### config.mk
export PLATFORM = sky130hd
export DESIGN_NAME = cache_wb_sched
export DESIGN_NICKNAME = d
export VERILOG_FILES = /design/src/rtl/cache_wb_sched.sv
export SDC_FILE = /design/constraint.sdc
export NUM_CORES = 1
export LEC_CHECK = 0
export BUFFER_PORTS_ARGS = -buffer_cell sky130_fd_sc_hd__buf_2
export CORE_MARGIN = 3
export CORE_UTILIZATION = 44
export DETAILED_ROUTE_END_ITERATION = 12
export PLACE_DENSITY_LB_ADDON = 0.2
export SYNTH_ARGS = -nofsm -noshare
export SYNTH_HDL_FRONTEND = slang
export SYNTH_SLANG_ARGS = --single-unit
### constraint.sdc
create_clock -name clk -period 3.84 [get_ports clk]
set_input_delay 1.152 -clock clk [delete_from_list [all_inputs] [get_ports clk]]
set_output_delay 1.152 -clock clk [all_outputs]
set_load 0.02 [all_outputs]
### src/rtl/cache_wb_sched.sv
// cache_wb_sched: writeback scheduler for the per-set line-state FSMs.
// It serves two requesters: a whole-cache flush and a single-set eviction.
// For every valid and dirty line it completes a memory writeback handshake.
// After the handshake it sends a one-cycle wb strobe to that set's FSM.
// Optional feature macro: CACHE_WB_SCHED_PERF_EN builds the wb_count counter.
// Without the macro, wb_count is tied to zero.
//
// state    | meaning
// IDLE     | waiting; only state that accepts an eviction
// SCAN     | examine v/d of set idx (one cycle per set)
// WB_REQ   | mem_req held for set idx until mem_ack
// WB_CLR   | one-cycle wb_pulse to set idx
// DONE     | flush finished; flush_done follows on the return to IDLE
module cache_wb_sched #(
    parameter int NUM_SETS = 8,
    parameter int SET_W    = 3
) (
    input  logic                clk,
    input  logic                rst,
    input  logic                flush_req,
    output logic                flush_done,
    input  logic                evict_req,
    input  logic [SET_W-1:0]    evict_set,
    output logic                evict_ready,
    output logic                evict_done,
    input  logic [NUM_SETS-1:0] v_vec,
    input  logic [NUM_SETS-1:0] d_vec,
    output logic [SET_W-1:0]    line_sel,
    output logic                wb_pulse,
    output logic                mem_req,
    output logic [SET_W-1:0]    mem_set,
    input  logic                mem_ack,
    output logic                busy,
    output logic [15:0]         wb_count
);

    typedef enum logic [2:0] {
        S_IDLE,
        S_SCAN,
        S_WB_REQ,
        S_WB_CLR,
        S_DONE
    } state_t;

    localparam logic [SET_W-1:0] LAST_IDX = SET_W'(NUM_SETS - 1);

    state_t           state;
    logic [SET_W-1:0] idx;
    logic             mode_flush;
    logic             flush_pend;
    logic             evict_done_q;
    logic             flush_done_q;
    logic             line_dirty;
    logic             idx_last;

    assign line_dirty = v_vec[idx] & d_vec[idx];
    assign idx_last   = (idx == LAST_IDX);

    // Control FSM. Both done pulses are registered on the edge that returns to IDLE.
    always_ff @(posedge clk or posedge rst) begin
        if (rst) begin
            state        <= S_IDLE;
            idx          <= '0;
            mode_flush   <= 1'b0;
            flush_pend   <= 1'b0;
            evict_done_q <= 1'b0;
            flush_done_q <= 1'b0;
        end else begin
            evict_done_q <= 1'b0;
            flush_done_q <= 1'b0;
            // A flush request that arrives mid-operation is remembered and is never lost.
            if (flush_req && (state != S_IDLE)) begin
                flush_pend <= 1'b1;
            end
            case (state)
                S_IDLE: begin
                    if (evict_req) begin
                        idx        <= evict_set;
                        mode_flush <= 1'b0;
                        state      <= S_SCAN;
                        if (flush_req) begin
                            flush_pend <= 1'b1;
                        end
                    end else if (flush_req || flush_pend) begin
                        idx        <= '0;
                        mode_flush <= 1'b1;
                        flush_pend <= 1'b0;
                        state      <= S_SCAN;
                    end
                end
                S_SCAN: begin
                    if (line_dirty) begin
                        state <= S_WB_REQ;
                    end else if (!mode_flush) begin
                        state        <= S_IDLE;
                        evict_done_q <= 1'b1;
                    end else if (idx_last) begin
                        state <= S_DONE;
                    end else begin
                        idx <= idx + 1'b1;
                    end
                end
                S_WB_REQ: begin
                    if (mem_ack) begin
                        state <= S_WB_CLR;
                    end
                end
                S_WB_CLR: begin
                    if (!mode_flush) begin
                        state        <= S_IDLE;
                        evict_done_q <= 1'b1;
                    end else if (idx_last) begin
                        state <= S_DONE;
                    end else begin
                        idx   <= idx + 1'b1;
                        state <= S_SCAN;
                    end
                end
                S_DONE: begin
                    state        <= S_IDLE;
                    flush_done_q <= 1'b1;
                end
                default: begin
                    state <= S_IDLE;
                end
            endcase
        end
    end

    // The handshake outputs decode directly from the state, so reset drops them at once.
    assign line_sel    = idx;
    assign mem_set     = idx;
    assign mem_req     = (state == S_WB_REQ);
    assign wb_pulse    = (state == S_WB_CLR);
    assign busy        = (state != S_IDLE);
    assign evict_ready = (state == S_IDLE);
    assign evict_done  = evict_done_q;
    assign flush_done  = flush_done_q;

`ifdef CACHE_WB_SCHED_PERF_EN
    logic [15:0] wb_count_q;

    // Completed writebacks; wraps naturally at 16 bits.
    always_ff @(posedge clk or posedge rst) begin
        if (rst) begin
            wb_count_q <= 16'h0000;
        end else if (state == S_WB_CLR) begin
            wb_count_q <= wb_count_q + 16'h0001;
        end
    end

    assign wb_count = wb_count_q;
`else
    assign wb_count = 16'h0000;
`endif

endmodule

==> summary.md <==
| Metric | Value |
|---|---|
| Outcome | `completed` |
| Max_cap viols | `0` |
| Vias in the first global route | `612` |
| # port buffers | `35` |
| Worst setup margin | `1140 ps` |
| Cell taking the most area after synthesis | `dfrtp_1` |
| Mapped Cells | `95` |
| Worst-Margin Slew | `499 ps` |
| Max incr delay on CP | `430 ps` |
| Fin crit period | `2700 ps` |
| TNS Setup | `0 ps` |
| Initial antenna violation count | `0` |
| GRT overflow | `0` |
| Syn_area_per_cell | `8.28 um^2` |
| CTS H-Tree Depth | `1` |
| Crit. End Element | `output port` |
| Vias/cell | `4.71` |
| Sequential area share after synthesis | `31.8%` |
| R2R depth | `7` |
| Post-route DRC | `0` |
| DP HPWL | `1520 um` |
| Total CTS buffers | `3` |
| Commonest non-fill, non-tap cells in the layout | `buf_2, conb_1, nand2_1` |
| Core Box Area | `1590 um^2` |
| Data arrival, critical path | `1540 ps` |
| Slew Limit Fails | `0` |
| CP Launch Point | `state[2]$_DFFE_PP0P_` |
| Worst EP required | `2690 ps` |
| Layout Skew | `8.80 ps` |
| Hold-fix buffers, CTS | `0` |
| Lkg Pwr | `0.552 nW` |
| HP Class | `register to register` |
| Relative max-transition margin | `66.6%` |
| Total GRT Usage | `16.3%` |
| Yosys cell types | `28` |
| Final Wtd Congestion | `0.883` |
| Layout area overhead | `19.2%` |
| Slowest CP cell | `dfrtp_1` |
| Clock Tree Root | `clkbuf_4` |
| Largest net degree at the start of global routing | `11` |
| Die Height | `48.3 um` |
| DRT antenna net count | `0` |
| Syn. warnings | `0` |
| RSZ-0062 raised after global routing | `no` |
| Power per cell area | `732 nW/um^2` |
| Crit Path Category | `register to output port` |
| Nets | `156` |
| Clk pin slew, worst setup/hold paths | `70 ps` |
| First-pass GRT wire length | `2590 um` |
| Dpl ws | `1370 ps` |
| Max Clock Freq | `371 MHz` |
| Antenna cells | `0` |
| Later-pin clock latency in the skew report | `270 ps` |
| R2R Setup Slk | `1720 ps` |
| Reg2reg start | `line_sel[0]$_DFFE_PP0P_` |
| Tcrit/Tclk final | `70.2%` |
| Synthesized flop and latch total | `10` |
| Crit-path cells | `nor2b_1, nand2_1, inv_1, buf_2` |
| Crit-path max FO | `8` |
| I/O pin count | `52` |
| # clock sinks | `10` |
| CTS max path bufs | `2` |
| R2R Path End | `line_sel[2]$_DFFE_PP0P_` |
| DR iter-0 viols | `13` |
| Via count | `721` |
| Worst vdd ir | `0.000371 V` |
| Starting Density | `49.4%` |
| WL/cell | `11.9 um` |
| Crit path capture | `wb_pulse` |
| CTS tree | `built` |
| CP Launch Type | `register` |
| Post-cts resize count | `0` |
| Top-area cell type share of the netlist area | `31.8%` |
| Row count | `14` |
| Ranking of synthesized cells by area | `dfrtp_1, buf_4, nand2_1, a21oi_1, ha_1` |
| Die width | `48.3 um` |
| Hold Violations, Final | `0` |
| Final setup viols | `0` |
| DIE AREA | `2330 um^2` |
| Total Wirelength | `1830 um` |
| Commonest non-fill, non-tap cell in the layout | `buf_2` |
| Post-Syn Area | `787 um^2` |
| Pre-antenna DRT Iters | `4` |
| Post-CTS Setup Inserts | `0` |
| Fraction of layout cells with a size suffix above 1 | `34.1%` |
| Total power | `687 uW` |
## per-stage QoR
step	util (%)	instance area, um^2	instances	hold WS (ps)
after floorplan	-	843	110	445
after global placement	56.6	902	149	478
after detailed placement	56.6	902	149	491
after CTS	58.9	938	153	503
after global routing	58.9	938	153	528
final	58.9	938	153	504
## report_power, final
group | switching (mW) | internal [mW] | leakage, nW | total [mW]
clock network | 0.0386 | 0.0577 | 0.0210 | 0.0962
logic | 0.238 | 0.152 | 0.406 | 0.390
registers | 0.0552 | 0.145 | 0.125 | 0.200
total | 0.332 | 0.355 | 0.552 | 0.687
## per-layer routing
metal,vias up,track usage [%],part of all wire (%)
met5,-,0,0
met4,0,6.45,1.9
met3,10,6.64,6.0
met2,30,23.7,49
met1,325,21.5,43
li1,356,-,-
## critical path, delay by kind of cell, from the launching register on
family	cells	cell delay (ps)
and+or+nand+nor	2	610
DFF	1	430
buffers and inverters	2	230
## worst min path at each step
stage                      startpoint                    to  slack, ps  cells after the start
2_1_floorplan  mode_flush$_DFFE_PP0P_  evict_done$_DFF_PP0_        440                      1
3_3_place_gp   mode_flush$_DFFE_PP0P_  evict_done$_DFF_PP0_        480                      1
3_5_place_dp   mode_flush$_DFFE_PP0P_  evict_done$_DFF_PP0_        490                      1
4_1_cts        mode_flush$_DFFE_PP0P_  evict_done$_DFF_PP0_        500                      1
5_1_grt        mode_flush$_DFFE_PP0P_  evict_done$_DFF_PP0_        530                      1
6_report       mode_flush$_DFFE_PP0P_  evict_done$_DFF_PP0_        500                      1
## registers in the layout, indices dropped and copies added (netlist names)
signal and cells:
line_sel 3, state 3, evict_done 1, flush_done 1, flush_pend 1, mode_flush 1
## logic make-up after synthesis
family | share of synthesized area, %
compound gates | 18.4
mux | 5.72
buf+inv | 21.5
fa+ha+maj | 3.18
simple gates | 18.9
other cells | 0.476
flops | 31.8
## area by class of cell
| cell class | count | area (um^2) |
|---|---|---|
| fill | 151 | 656 |
| timing repair buffer | 35 | 175 |
| clock buffer | 4 | 36.3 |
| inverter | 6 | 22.5 |
| tap | 24 | 30.0 |
| multi-input combinational | 74 | 424 |
| sequential | 10 | 250 |
## Yosys cell counts
cell type / n
o2111ai_1: 1
mux4_2: 1
o21a_1: 2
nor2_1: 5
nand3_1: 2
inv_1: 6
a211o_2: 1
nand2b_1: 1
buf_4: 19
nor2b_1: 1
ha_1: 2
or3_1: 3
mux2_1: 2
nand2_1: 15
a211oi_2: 1
conb_1: 1
o211ai_1: 1
nor3_1: 2
or2_2: 1
nor3_2: 1
o21ai_0: 5
a21oi_1: 6
buf_1: 1
o221ai_1: 1
and2_1: 1
dfrtp_1: 10
o21bai_1: 1
o211a_1: 2
Power figures use the tool's default switching activity.
